$ cat src/rtl/modulo_controle_ataque.sv
// Attack controller: debounced confirm/clear buttons drive a one-shot attack FSM over a 7x5 board.
// Latency: confirm pulse at edge k -> CHECK k+1 -> COMMIT k+2 -> registered outputs after edge k+3.
// Backpressure: none; a held confirm parks the FSM in WAIT_RELEASE until the debounced level drops.
module modulo_controle_ataque #(
    parameter int DEBOUNCE_CYCLES = 16
) (
    input  logic        clk,
    input  logic        clr,
    input  logic        button_confirmation,
    input  logic        button_clear,
    input  logic [5:0]  coord_at,
    input  logic [34:0] m_po,
    output logic [34:0] m_at_out,
    output logic [1:0]  status,
    output logic        at_wr,
    output logic [5:0]  at_idx,
    output logic [5:0]  hit_count,
    output logic [5:0]  attack_count,
    output logic        game_over
);

    localparam int            CW       = $clog2(DEBOUNCE_CYCLES + 1);
    localparam logic [CW-1:0] CNT_LAST = CW'(DEBOUNCE_CYCLES - 1);
    localparam logic [5:0]    CNT_MAX  = 6'd35;

    typedef enum logic [2:0] {
        IDLE,
        CHECK,
        COMMIT,
        WAIT_RELEASE,
        GAME_OVER
    } state_t;

    state_t state, state_nxt;

    // bit 0 = confirm, bit 1 = clear
    logic [1:0]    btn_raw, sync_a, sync_b, db_lvl, db_lvl_q;
    logic [CW-1:0] db_cnt [2];
    logic          conf_pulse, clr_pulse;

    assign btn_raw = {button_clear, button_confirmation};

    always_ff @(posedge clk or negedge clr) begin
        if (!clr) begin
            sync_a   <= '0;
            sync_b   <= '0;
            db_lvl   <= '0;
            db_lvl_q <= '0;
            for (int i = 0; i < 2; i++) db_cnt[i] <= '0;
        end else begin
            sync_a   <= btn_raw;
            sync_b   <= sync_a;
            db_lvl_q <= db_lvl;
            for (int i = 0; i < 2; i++) begin
                if (sync_b[i] == db_lvl[i]) begin
                    db_cnt[i] <= '0;
                end else if (db_cnt[i] == CNT_LAST) begin
                    db_lvl[i] <= sync_b[i];
                    db_cnt[i] <= '0;
                end else begin
                    db_cnt[i] <= db_cnt[i] + 1'b1;
                end
            end
        end
    end

    assign conf_pulse = db_lvl[0] & ~db_lvl_q[0];
    assign clr_pulse  = db_lvl[1] & ~db_lvl_q[1];

    logic [5:0]  coord_q;
    logic [2:0]  line_q, col_q;
    logic        coord_valid, cell_taken, cell_hit, all_sunk;
    logic [5:0]  cell_idx;
    logic [34:0] cell_mask, m_at_next;

    assign line_q      = coord_q[5:3];
    assign col_q       = coord_q[2:0];
    assign coord_valid = (line_q != 3'd0) && (col_q != 3'd0) && (col_q <= 3'd5);
    assign cell_idx    = ({3'd0, line_q} - 6'd1) * 6'd5 + {3'd0, col_q} - 6'd1;
    // Invalid coordinates produce an empty mask so they can never touch the matrix.
    assign cell_mask   = coord_valid ? (35'd1 << (6'd34 - cell_idx)) : '0;
    assign m_at_next   = m_at_out | cell_mask;
    assign cell_taken  = |(m_at_out & cell_mask);
    assign cell_hit    = |(m_po & cell_mask);
    assign all_sunk    = (m_po != '0) && ((m_po & ~m_at_next) == '0);

    always_ff @(posedge clk or negedge clr) begin
        if (!clr) state <= IDLE;
        else      state <= state_nxt;
    end

    always_comb begin
        state_nxt = state;
        if (clr_pulse) begin
            state_nxt = IDLE;
        end else begin
            case (state)
                IDLE:         if (conf_pulse) state_nxt = CHECK;
                CHECK:        state_nxt = (!coord_valid || cell_taken) ? WAIT_RELEASE : COMMIT;
                COMMIT:       state_nxt = all_sunk ? GAME_OVER : WAIT_RELEASE;
                WAIT_RELEASE: if (!db_lvl[0]) state_nxt = IDLE;
                GAME_OVER:    state_nxt = GAME_OVER;
                default:      state_nxt = IDLE;
            endcase
        end
    end

    assign game_over = (state == GAME_OVER);

    always_ff @(posedge clk or negedge clr) begin
        if (!clr) begin
            coord_q      <= '0;
            m_at_out     <= '0;
            status       <= 2'b00;
            at_wr        <= 1'b0;
            at_idx       <= '0;
            hit_count    <= '0;
            attack_count <= '0;
        end else begin
            at_wr <= 1'b0;
            if (state == IDLE && conf_pulse) coord_q <= coord_at;
            if (clr_pulse) begin
                m_at_out     <= '0;
                status       <= 2'b00;
                at_idx       <= '0;
                hit_count    <= '0;
                attack_count <= '0;
            end else if (state == CHECK && (!coord_valid || cell_taken)) begin
                status <= 2'b11;
            end else if (state == COMMIT) begin
                at_wr        <= 1'b1;
                at_idx       <= cell_idx;
                m_at_out     <= m_at_next;
                attack_count <= (attack_count == CNT_MAX) ? attack_count : attack_count + 6'd1;
                if (cell_hit) begin
                    status    <= 2'b10;
                    hit_count <= (hit_count == CNT_MAX) ? hit_count : hit_count + 6'd1;
                end else begin
                    status <= 2'b01;
                end
            end
        end
    end

endmodule

$ cat config.mk
export PLATFORM = sky130hd
export DESIGN_NAME = modulo_controle_ataque
export DESIGN_NICKNAME = d
export VERILOG_FILES = /design/src/rtl/modulo_controle_ataque.sv
export SDC_FILE = /design/constraint.sdc
export NUM_CORES = 1
export LEC_CHECK = 0
export BUFFER_PORTS_ARGS = -buffer_cell sky130_fd_sc_hd__buf_2
export CAP_MARGIN = 20
export CORE_ASPECT_RATIO = 2
export CORE_MARGIN = 2
export CORE_UTILIZATION = 45
export CTS_BUF_LIST = sky130_fd_sc_hd__clkbuf_4 sky130_fd_sc_hd__clkbuf_8
export DETAILED_ROUTE_END_ITERATION = 10
export GPL_TIMING_DRIVEN = 0
export PLACE_DENSITY = 0.67
export SYNTH_ARGS = -nofsm -noshare
export SYNTH_HDL_FRONTEND = slang
export SYNTH_SLANG_ARGS = --single-unit
export TNS_END_PERCENT = 30
$ cat constraint.sdc
create_clock -name clk -period 7.2 [get_ports clk]
set_input_delay 1.44 -clock clk [delete_from_list [all_inputs] [get_ports clk]]
set_output_delay 1.44 -clock clk [all_outputs]
set_load 0.005 [all_outputs]
# Word level (Yosys, flattened, before mapping)
# Cells that the tools add are included.
# W data, S select, Z words.
totals:
  reg_bits: 83
  input_bits: 45
  wordCells: 108
classes:
  n_addsub: 8
  multipliers: 1
  magnitude_cmp: 1
  eq_ne: 15
  n_shift: 1
  n_mux: 33
  bitwise: 11
  reduce_logical: 23
ops:
  columns: ["operator", "count"]
  rows:
  - ["$mux W35", 4]
  - ["$and A35 B35 Y35", 3]
  - ["$mux W6", 12]
  - ["$reduce_or A35 Y1", 2]
  - ["$logic_not A35 Y1", 1]
  - ["$not A35 Y35", 1]
  - ["$or A35 B35 Y35", 1]
  - ["$reduce_bool A35 Y1", 1]
  - ["$shl A1 B6 Y35 const A", 1]
  - ["$mux W5", 4]
  - ["$pmux W3 S5", 1]
  - ["$add A6 B1 Y6 const B", 2]
  - ["$eq A6 B6 Y1 const B", 2]
  - ["$mux W3", 4]
  - ["$add A5 B1 Y5 const B", 2]
  - ["$eq A5 B4 Y1 const B", 2]
  - ["$reduce_bool A3 Y1", 3]
  - ["$mux W2", 4]
  - ["$reduce_and A2 Y1", 4]
  - ["$add A6 B3 Y6", 1]
  - ["$eq A3 B2 Y1 const B", 2]
  - ["$mul A4 B4 Y6 const B", 1]
  - ["$ne A2 B2 Y1 const B", 3]
  - ["$ne A3 B3 Y1 const B", 2]
  - ["other kinds (17)", 30]

# Longest topological paths before layout
logic_depth:
  depth_word: 15
  ltp_mapped: 24
  ltp_nobuf: 20

# Worst setup path after synthesis
# OpenSTA, ideal clock, no wires.
synth_timing:
  path_type: "register to register"
  from: "reg coord_q[3]"
  to: "reg hit_count[2]"
  t_arrival_ps: 5105
  t_required_ps: 7122
  path_slack_ps: 2017
  path_stages_with_launch: 25
  cell_sequence: "dfrtp_1 inv_1 ha_1 xor2_2 ha_1 ha_1 inv_1 fa_1 inv_1 ha_1 inv_1 fa_1 buf_2 nor2b_1 buf_2 a21oi_1 nor3_1 and2_1 buf_2 a32oi_1 o2111a_1 and2_1 buf_6 or4_1 a21oi_1"
synth_between:
  elab_chain_len: 13
  elab_cells_between_ends: 20
synth_rtl:
  columns: ["element", "line", "rtl"]
  rows:
  - ["start: declaration", "70", "logic [5:0] coord_q;"]
  - ["start signal: assignment", "121", "if (state == IDLE && conf_pulse) coord_q <= coord_at;"]
  - ["$sub A3 B1 Y4", "79", "assign cell_idx = ({3'd0, line_q} - 6'd1) * 6'd5 + {3'd0, col_q} - 6'd1;"]
  - ["$mul A4 B4 Y6", "79", null]
  - ["$add A6 B3 Y6", "79", null]
  - ["$sub A6 B1 Y6", "79", null]
  - ["$sub A6 B6 Y6", "81", "assign cell_mask = coord_valid ? (35'd1 << (6'd34 - cell_idx)) : '0;"]
  - ["$shl A1 B6 Y35", "81", null]
  - ["$mux W35", "81", null]
  - ["$and A35 B35 Y35", "83", "assign cell_taken = |(m_at_out & cell_mask);"]
  - ["$reduce_or A35 Y1", "83", null]
  - ["$logic_or A1 B1 Y1", "128", "end else if (state == CHECK && (!coord_valid || cell_taken)) begin"]
  - ["$logic_and A1 B1 Y1", "128", null]
  - ["$ne A2 B2 Y1 (no source line)", null, null]
  - ["$reduce_and A4 Y1 (no source line) *", null, null]
  - ["end signal: assignment", "137", "hit_count <= (hit_count == CNT_MAX) ? hit_count : hit_count + 6'd1;"]
  - ["end: declaration", "17", "output logic [5:0] hit_count,"]
# Mark *: on every way between the ends. The rest lies on a longest branch, timed or not.
# A chain may end at the register's enable or synchronous reset.

# Worst setup path after layout
# Same ends and word-level chain as after synthesis.

==> insert_results.sql <==
INSERT INTO impl_metrics (metric_group, metric, value, unit) VALUES
('outcome', 'result_of_the_run', 'finished clean', ''),
('routing', 'first_pass_iters', '5', ''),
('routing', 'highest_signal_layer_in_the_routed_design', 'met4', ''),
('routing', 'routed_wire_length_per_instance', '25.0', 'µm'),
('clocking', 'h-tree-depth', '3', ''),
('timing', 'setup-violations-final', '0', ''),
('timing', 'timing.clock.skew', '0.0161', 'ns'),
('setup_path', 'r2r_setup_slk', '0.91', 'ns'),
('timing', 'worst_pin_slew', '1.07', 'ns'),
('clocking', 'cts_inserted_buffers', '9', ''),
('final_layout', 'mostFrequentLayoutCells', 'sky130_fd_sc_hd__buf_2, sky130_fd_sc_hd__dfrtp_1, sky130_fd_sc_hd__nor2_1', ''),
('routing', 'route.final.wire_length', '21700', 'µm'),
('setup_path', 'end_kind', 'flop', ''),
('final_layout', 'seq_area', '2080', 'µm²'),
('routing', 'vias_per_cell', '6.21', ''),
('routing', 'wl_met2', '11400', 'µm'),
('global_routing', 'via_count_of_the_first_global_routing_pass', '5558', ''),
('setup_path', 'worstReg2RegStart', 'coord_q[3]', ''),
('routing', 'detailedRoute.firstIterationViolations', '425', ''),
('clocking', 'cts-resized-gates', '0', ''),
('synthesis', 'count_of_mapped_cells_out_of_synthesis', '607', ''),
('synthesis', 'async_reset_ff_frac', '1.00', ''),
('synthesis', 'syn_nets', '671', ''),
('timing', 'hold-worst-slack', '0.356', 'ns'),
('setup_path', 'critical_path.max_fanout', '10', ''),
('die', 'design.die.area', '12800', 'µm²'),
('die', 'num_io_pins', '102', ''),
('place', 'gp_congestion', '1.06', ''),
('routing', 'detailroute.wirelength.met3', '1360', 'µm'),
('power', 'leakagePower', '3.00', 'nW'),
('timing', 'timing.max_slew.rel_slack', '0.281', ''),
('final_layout', 'drive_above_1_share', '0.202', ''),
('power', 'pwr_density_cell', '359', 'nW/µm²'),
('clocking', 'tritoncts_clock_tree', 'built', ''),
('final_layout', 'final_cell_area', '6250', 'µm²'),
('final_layout', 'multi_input_gate_area', '2980', 'µm²'),
('die', 'initial_utilization', '0.458', ''),
('place', 'placement.io_buffers', '101', ''),
('global_routing', 'global_route_congestion_overflow_total', '0', ''),
('setup_path', 'cp-start-kind', 'flop', ''),
('final_layout', 'antennaDiodeCount', '0', ''),
('clocking', 'cts_root_buf', 'sky130_fd_sc_hd__clkbuf_8', ''),
('synthesis', 'yosysWarnings', '0', ''),
('clocking', 'clk_latency', '0.38', 'ns'),
('routing', 'm1WireLength', '7130', 'µm'),
('timing', 'fin_setup_tns', '0', 'ns'),
('timing', 'timing.final.crit_share', '0.873', ''),
('power', 'peakVddDrop', '0.000185', 'V'),
('synthesis', 'post_synth_edffs', '0', ''),
('synthesis', 'dominantRegCellSynth', 'sky130_fd_sc_hd__dfrtp_1', ''),
('final_layout', 'area.growth.synth_to_final', '17.4', '%'),
('clocking', 'post_cts_setup_buffer_count', '0', ''),
('routing', 'drc', '0', ''),
('setup_path', 'endpoint_arrival_time_on_the_critical_path', '6.57', 'ns'),
('die', 'fp.dieH', '158', 'µm'),
('clocking', 'clock_sink_total', '83', ''),
('timing', 'rsz0062_at_grt', 'false', ''),
('final_layout', 'fill_cells', '1145', ''),
('global_routing', 'grt_max_degree', '58', ''),
('place', 'place.detailed.hpwl', '17200', 'µm'),
('global_routing', 'groute.usage.overall', '0.352', ''),
('clocking', 'clockBufferDepth', '2', ''),
('die', 'fp-row-count', '56', ''),
('hold_path', 'holdCritStartpoint', 'sync_a[1]', ''),
('power', 'finalPower', '2.24', 'mW'),
('setup_path', 'cp_data_required_time', '7.49', 'ns'),
('global_routing', 'grt_first_pass_wirelength', '32200', 'µm'),
('place', 'cell_area_reported_after_detailed_placement', '6050', 'µm²'),
('clocking', 'clk_transition_reported_paths', '0.10', 'ns'),
('setup_path', 'crit_path_start', 'coord_q[3]', ''),
('timing', 'fmax', '159', 'MHz');
==> final timing paths <==
kind	to	depth (start not counted)
setup / recovery	hit_count[2]	24
hold reg to reg	sync_b[1]	0
max in group asynchronous	m_at_out[31]	2
hold / removal	sync_b[1]	0
min in group asynchronous	attack_count[3]	1
setup reg to reg	hit_count[2]	24
==> registers in the layout (all words and copies together) (netlist names) <==
| register | flops |
|---|---|
| attack_count | 6 |
| at_idx | 6 |
| sync_a | 2 |
| at_wr | 1 |
| sync_b | 2 |
| db_lvl | 2 |
| status | 2 |
| state | 3 |
| m_at_out | 35 |
| db_cnt | 10 |
| hit_count | 6 |
| coord_q | 6 |
| db_lvl_q | 2 |
==> worst max-delay path: stages (launching register included) <==
cell and delay, ns:
sky130_fd_sc_hd__dfrtp_1 0.44, sky130_fd_sc_hd__inv_1 0.15, sky130_fd_sc_hd__ha_1 0.21, sky130_fd_sc_hd__xor2_2 0.26, sky130_fd_sc_hd__ha_1 0.30, sky130_fd_sc_hd__ha_1 0.28, sky130_fd_sc_hd__inv_1 0.06, sky130_fd_sc_hd__fa_1 0.45
sky130_fd_sc_hd__inv_1 0.07, sky130_fd_sc_hd__ha_1 0.18, sky130_fd_sc_hd__inv_1 0.06, sky130_fd_sc_hd__fa_1 0.46, sky130_fd_sc_hd__buf_2 0.25, sky130_fd_sc_hd__nor2b_1 0.16, sky130_fd_sc_hd__buf_2 0.19, sky130_fd_sc_hd__a21oi_1 0.26
sky130_fd_sc_hd__nor3_1 0.61, sky130_fd_sc_hd__and2_1 0.21, sky130_fd_sc_hd__buf_2 0.24, sky130_fd_sc_hd__a32oi_1 0.09, sky130_fd_sc_hd__o2111a_1 0.30, sky130_fd_sc_hd__and2_1 0.17, sky130_fd_sc_hd__buf_6 0.14, sky130_fd_sc_hd__or4_1 0.50
sky130_fd_sc_hd__a21oi_1 0.15
==> synthesized netlist by cell type, types with 12 or more instances <==
library cell	count	area (µm²)
sky130_fd_sc_hd__o21ai_0	13	65.1
sky130_fd_sc_hd__dfrtp_1	83	2080
sky130_fd_sc_hd__nor4_1	13	81.3
sky130_fd_sc_hd__mux2i_1	12	120
sky130_fd_sc_hd__clkbuf_1	19	71.3
sky130_fd_sc_hd__nor2_1	78	293
sky130_fd_sc_hd__nand2b_1	21	131
sky130_fd_sc_hd__nor3_1	19	95.1
sky130_fd_sc_hd__ha_1	14	175
sky130_fd_sc_hd__inv_1	34	128
sky130_fd_sc_hd__nand2_1	42	158
sky130_fd_sc_hd__a21oi_1	57	285
sky130_fd_sc_hd__a31oi_1	12	75.1
sky130_fd_sc_hd__nand3_1	23	115
==> layout make-up <==
| class | instances | share of cell area |
|---|---|---|
| timing repair buffer | 103 | 0.0865 |
| multi-input combinational | 458 | 0.476 |
| sequential | 83 | 0.332 |
| buffer | 31 | 0.0224 |
| clock inverter | 7 | 0.0128 |
| inverter | 35 | 0.0210 |
| tap | 145 | 0.0290 |
| clock buffer | 9 | 0.0198 |
==> routing by layer <==
metal,GRT usage,vias up
li1,-,2424
met1,0.356,2612
met2,0.614,275
met3,0.0724,98
met4,0.264,0
met5,0,-
==> kinds of logic after synthesis <==
group                      share of synthesized area
and+or+nand+nor                                0.235
DFF                                            0.390
adders and majority gates                     0.0517
muxes                                         0.0522
xor gates and xnor gates                      0.0418
AOI/OAI and AO/OA                              0.178
buffers and inverters                         0.0510
==> where the power goes <==
part | total (mW) | switching, mW | internal (mW)
sequential | 0.659 | 0.0975 | 0.561
combinational | 1.22 | 0.827 | 0.396
clock | 0.363 | 0.198 | 0.166
==> metrics by stage <==
step,std cells,worst slack [ns],util
3_5_place_dp,855,0.992,0.520
6_report,871,0.912,0.537
5_1_grt,871,0.624,0.537
2_1_floorplan,607,2.02,-
4_1_cts,871,0.937,0.537
3_3_place_gp,853,1.12,0.517
Note: power is estimated with default switching activity, not from simulation.
